===== src/rtl/filter_result_buffer.sv =====
`default_nettype none
// +--------------------------------------------------------------------------+
// | filter_result_buffer: sequence-tagged FWFT capture FIFO behind `filter`, |
// | with sticky overflow and error flags.              Revision: 1.0         |
// +--------------------------------------------------------------------------+
module filter_result_buffer #(
   parameter int DEPTH = 16
) (
   input  logic                       clk_i,
   input  logic                       reset_i,
   input  logic                       enable_i,
   input  logic [31:0]                inp_i,
   input  logic                       ready_i,
   input  logic [1:0]                 err_i,
   input  logic                       rd_en_i,
   output logic                       rd_valid_o,
   output logic [31:0]                data_o,
   output logic [15:0]                seq_o,
   output logic [$clog2(DEPTH):0]     count_o,
   output logic                       overflow_o,
   output logic [1:0]                 err_o
);

   localparam int PTR_W = $clog2(DEPTH);
   localparam int CNT_W = PTR_W + 1;
   localparam logic [CNT_W-1:0] FULL_COUNT = CNT_W'(DEPTH);

   logic [47:0]      mem_q [DEPTH];
   logic [PTR_W-1:0] wr_ptr_q, wr_ptr_d, rd_ptr_q, rd_ptr_d;
   logic [CNT_W-1:0] count_q, count_d;
   logic [15:0]      seq_q, seq_d;
   logic             enable_dly_q, enable_dly_d;
   logic             overflow_q, overflow_d;
   logic [1:0]       err_q, err_d;

   logic             rise, wr_req, full, pop, wr_en;
   logic [PTR_W-1:0] base_wr, base_rd;
   logic [CNT_W-1:0] base_cnt;
   logic [15:0]      base_seq;

   always_comb begin
      rise   = enable_i & ~enable_dly_q;
      wr_req = ready_i & enable_i;
      full   = (count_q == FULL_COUNT);
      // A rising enable flushes first, so a pop in that cycle has nothing to take.
      pop    = rd_en_i & (count_q != '0) & ~rise;

      base_wr  = rise ? '0 : wr_ptr_q;
      base_rd  = rise ? '0 : rd_ptr_q;
      base_cnt = rise ? '0 : count_q;
      base_seq = rise ? '0 : seq_q;

      wr_en = wr_req & (rise | ~full | pop);

      wr_ptr_d = wr_en ? base_wr + PTR_W'(1) : base_wr;
      rd_ptr_d = pop   ? base_rd + PTR_W'(1) : base_rd;
      case ({wr_en, pop})
         2'b10:   count_d = base_cnt + CNT_W'(1);
         2'b01:   count_d = base_cnt - CNT_W'(1);
         default: count_d = base_cnt;
      endcase

      // Dropped results still consume a sequence number so gaps are visible.
      seq_d        = wr_req ? base_seq + 16'd1 : base_seq;
      overflow_d   = (rise ? 1'b0 : overflow_q) | (wr_req & ~wr_en);
      err_d        = (rise ? 2'b00 : err_q) | (enable_i ? err_i : 2'b00);
      enable_dly_d = enable_i;
   end

   always_ff @(posedge clk_i) begin
      if (reset_i) begin
         wr_ptr_q     <= '0;
         rd_ptr_q     <= '0;
         count_q      <= '0;
         seq_q        <= '0;
         enable_dly_q <= 1'b0;
         overflow_q   <= 1'b0;
         err_q        <= 2'b00;
      end else begin
         wr_ptr_q     <= wr_ptr_d;
         rd_ptr_q     <= rd_ptr_d;
         count_q      <= count_d;
         seq_q        <= seq_d;
         enable_dly_q <= enable_dly_d;
         overflow_q   <= overflow_d;
         err_q        <= err_d;
      end
   end

   always_ff @(posedge clk_i) begin
      if (!reset_i && wr_en) begin
         mem_q[base_wr] <= {base_seq, inp_i};
      end
   end

   // Storage is not reset, so the head is masked to zero while empty.
   assign rd_valid_o = (count_q != '0);
   assign data_o     = rd_valid_o ? mem_q[rd_ptr_q][31:0]  : 32'd0;
   assign seq_o      = rd_valid_o ? mem_q[rd_ptr_q][47:32] : 16'd0;
   assign count_o    = count_q;
   assign overflow_o = overflow_q;
   assign err_o      = err_q;

endmodule
`default_nettype wire

===== config.mk =====
export PLATFORM = sky130hd
export DESIGN_NAME = filter_result_buffer
export DESIGN_NICKNAME = d
export VERILOG_FILES = /design/src/rtl/filter_result_buffer.sv
export SDC_FILE = /design/constraint.sdc
export NUM_CORES = 1
export LEC_CHECK = 0
export ABC_AREA = 1
export CAP_MARGIN = 10
export CORE_UTILIZATION = 25
export DETAILED_ROUTE_END_ITERATION = 8
export SYNTH_ARGS = -nofsm -noshare
export SYNTH_HDL_FRONTEND = slang
export SYNTH_SLANG_ARGS = --single-unit

===== constraint.sdc =====
create_clock -name clk_i -period 5.74 [get_ports clk_i]
set_input_delay 1.148 -clock clk_i [delete_from_list [all_inputs] [get_ports clk_i]]
set_output_delay 1.148 -clock clk_i [all_outputs]
set_load 0.05 [all_outputs]

==> results.sh <==
export IMPL_cts_max_level=3
export IMPL_synthesis_nets=2392
export IMPL_final_common_cell="edfxtp_1"
export IMPL_cts_sinks=801
export IMPL_wire_per_inst_um=20.56
export IMPL_die_area_um2=128600
export IMPL_synth_edf_count=768
export IMPL_p_per_area_nw_per_um2=344.3
export IMPL_maxSlewViolCount=0
export IMPL_placed_cell_area_um2=34580
export IMPL_grt_usage_pct=12.91
export IMPL_drcViolationCount=0
export IMPL_synth_cell_types=38
export IMPL_num_rows=130
export IMPL_hpwlAfterDp_um=43620
export IMPL_drt_pass1_iter_count=7
export IMPL_async_flop_share_pct=0
export IMPL_ant_nets=0
export IMPL_core_um2=125900
export IMPL_die_x_um=358.6
export IMPL_peakVddDrop_uv=239.4
export IMPL_cts_setup_buffers=0
export IMPL_worst_setup_path_end_kind="output pin"
export IMPL_antenna_found_initial=3
export IMPL_vias=20070
export IMPL_final_setup_tns_ps=0
export IMPL_drt_iter0_drc=1865
export IMPL_place_congestion=0.7485
export IMPL_period_share_pct=91.13
export IMPL_grt_max_degree=186
export IMPL_fin_worst_skew_ps=36.70
export IMPL_globalRouteOverflowTotal=0
export IMPL_timing_worst_setup_path_type="register to output pin"
export IMPL_yosys_register_bits=801
export IMPL_synth_area_um2=31790
export IMPL_synth_area_leaders="edfxtp_1 (73%), o21ai_0 (5.7%), o221ai_1 (5.3%), nor2_1 (5.2%), dfxtp_1 (2.1%)"
export IMPL_final_cell_mix="edfxtp_1 (768), nor2_1 (427), o21ai_0 (363)"
export IMPL_routed_wl_um=84710
export IMPL_crit_path_max_fanout=47
export IMPL_hold_buffers=0
export IMPL_hold_class="register to register"
export IMPL_port_buffers=95
export IMPL_start_util_pct=25.25
export IMPL_startpoint_type="register"
export IMPL_syn_inst=2343
export IMPL_cts_buffers_inserted=79
export IMPL_p_leak_nw=11.53
export IMPL_worstPathRequired_ps=4590
export IMPL_drv_cap=0
export IMPL_clockBufferDepth=3
export IMPL_relSlewSlack_pct=23.64
export IMPL_cts_root_buffer="clkbuf_16"
export IMPL_yosysSeqAreaShare_pct=74.62
export IMPL_synth_area_leader_cell="edfxtp_1"
export IMPL_worst_pin_slew_ps=1141
export IMPL_worst_hold_slack_ps=480.4
export IMPL_run_status="finished, final reports clean"
export IMPL_p_total_mw=12.82
export IMPL_fmax_mhz=191.2
export IMPL_period_needed_ps=5231
export IMPL_yosys_warnings=0
export IMPL_rsz0062_at_grt="no"
export IMPL_synth_ff_type="edfxtp_1"
export IMPL_ios=96
export IMPL_grt_pass1_vias=19460
export IMPL_synth_top_cell_area_share_pct=72.54
export IMPL_postCtsResizedCells=0
export IMPL_clkTransAtPathRegs_ps=70
export IMPL_syn_to_final_growth_pct=17.13
export IMPL_avgSynthCellArea_um2=13.57
export IMPL_final_nets=2453
export IMPL_die_h_um=358.6
export IMPL_setup_violations=0
export IMPL_cts_tree="built"
export IMPL_final_area_um2=37240
export IMPL_crit_arrival_ps=4080
export IMPL_grt_pass1_wl_um=125600
export IMPL_via_per_inst=4.871
export IMPL_clock_latency_ps=650
export IMPL_hold_viol=0
export IMPL_drive_above_1_share_pct=8.262
export IMPL_fill_cells=12550
-- synth_stat cells, types with 2 or more instances --
master / count
a21oi_1: 72
a22o_1: 2
buf_1: 10
buf_12: 3
buf_2: 32
buf_4: 11
buf_6: 31
clkbuf_1: 82
dfxtp_1: 33
edfxtp_1: 768
ha_1: 9
inv_1: 48
inv_2: 5
nand2_1: 56
nand2_2: 2
nand3_1: 115
nand4_1: 8
nor2_1: 443
nor2_4: 2
nor3_1: 4
o21ai_0: 363
o21ai_1: 37
o221ai_1: 192
-- critical path: stages, from the launching register on --
cell and delay (ps):
dfxtp_4 870, inv_4 470, buf_4 390, o221ai_1 120, nand3_1 100, a21oi_1 520, clkdlybuf4s50_1 920
-- path summary, 6_finish.rpt --
| check | from | to | slack, ps | depth (start not counted) |
|---|---|---|---|---|
| worst max register to register | enable_dly_q | mem_q[7][15] | 2670 | 10 |
| worst min-delay path | err_o[0] | err_o[0] | 480 | 1 |
| worst max-delay path | rd_ptr_q[2] | data_o[27] | 510 | 6 |
| worst min register to register | err_o[0] | err_o[0] | 480 | 1 |
-- cell families (layout without fill, tap and decap cells) --
group	count (synthesis)	after routing	share of synthesized area [%]
buffers and inverters	225	351	3.877
xor gates and xnor gates	1	1	0.02756
adders and majority gates	10	10	0.4172
and+or+nand+nor	636	636	8.179
AOI/OAI and AO/OA	670	670	12.88
other	0	2	0
DFF	801	801	74.62
-- area by class of cell --
class / instances / area (µm²) / share of cell area [%]
multi-input combinational: 1317 / 6955 / 18.68
clock buffer: 96 / 2062 / 5.538
tap: 1650 / 2064 / 5.544
inverter: 55 / 227.7 / 0.6116
sequential: 801 / 23740 / 63.75
clock inverter: 50 / 578.1 / 1.552
timing repair buffer: 150 / 1605 / 4.311
antenna: 2 / 5.005 / 0.01344
-- routing by layer --
layer	GRT usage, %	part of all wire [%]	up-vias	routed length, µm
met5	0	0	-	0
li1	-	-	9031	-
met1	18.43	44	10210	37510
met3	2.447	7.4	113	6229
met2	20.19	47	719	39510
met4	2.975	1.7	0	1466
-- power breakdown --
part	internal (mW)	switching, mW	total, mW	leakage, nW
registers	6.39	0.0147	6.41	7.17
logic	0.294	0.834	1.13	3.08
clock network	3.00	2.28	5.28	1.28
-- state kept, by name, indices dropped and copies added, names as in the netlist --
register and flops:
count_o 5, enable_dly_q 1, err_o 2, mem_q 768
overflow_o 1, rd_ptr_q 4, seq_q 16, wr_ptr_q 4
-- stage by stage --
step | cells | worst slack [ps] | utilization [%]
global placement | 3972 | 1139 | 27.47
CTS | 4118 | 461.7 | 29.56
detailed placement | 3972 | 1172 | 27.47
global route | 4119 | 289.9 | 29.57
floorplan | 2343 | 1233 | -
finish | 4121 | 509.3 | 29.58
Note: power is estimated with default switching activity, not from simulation.
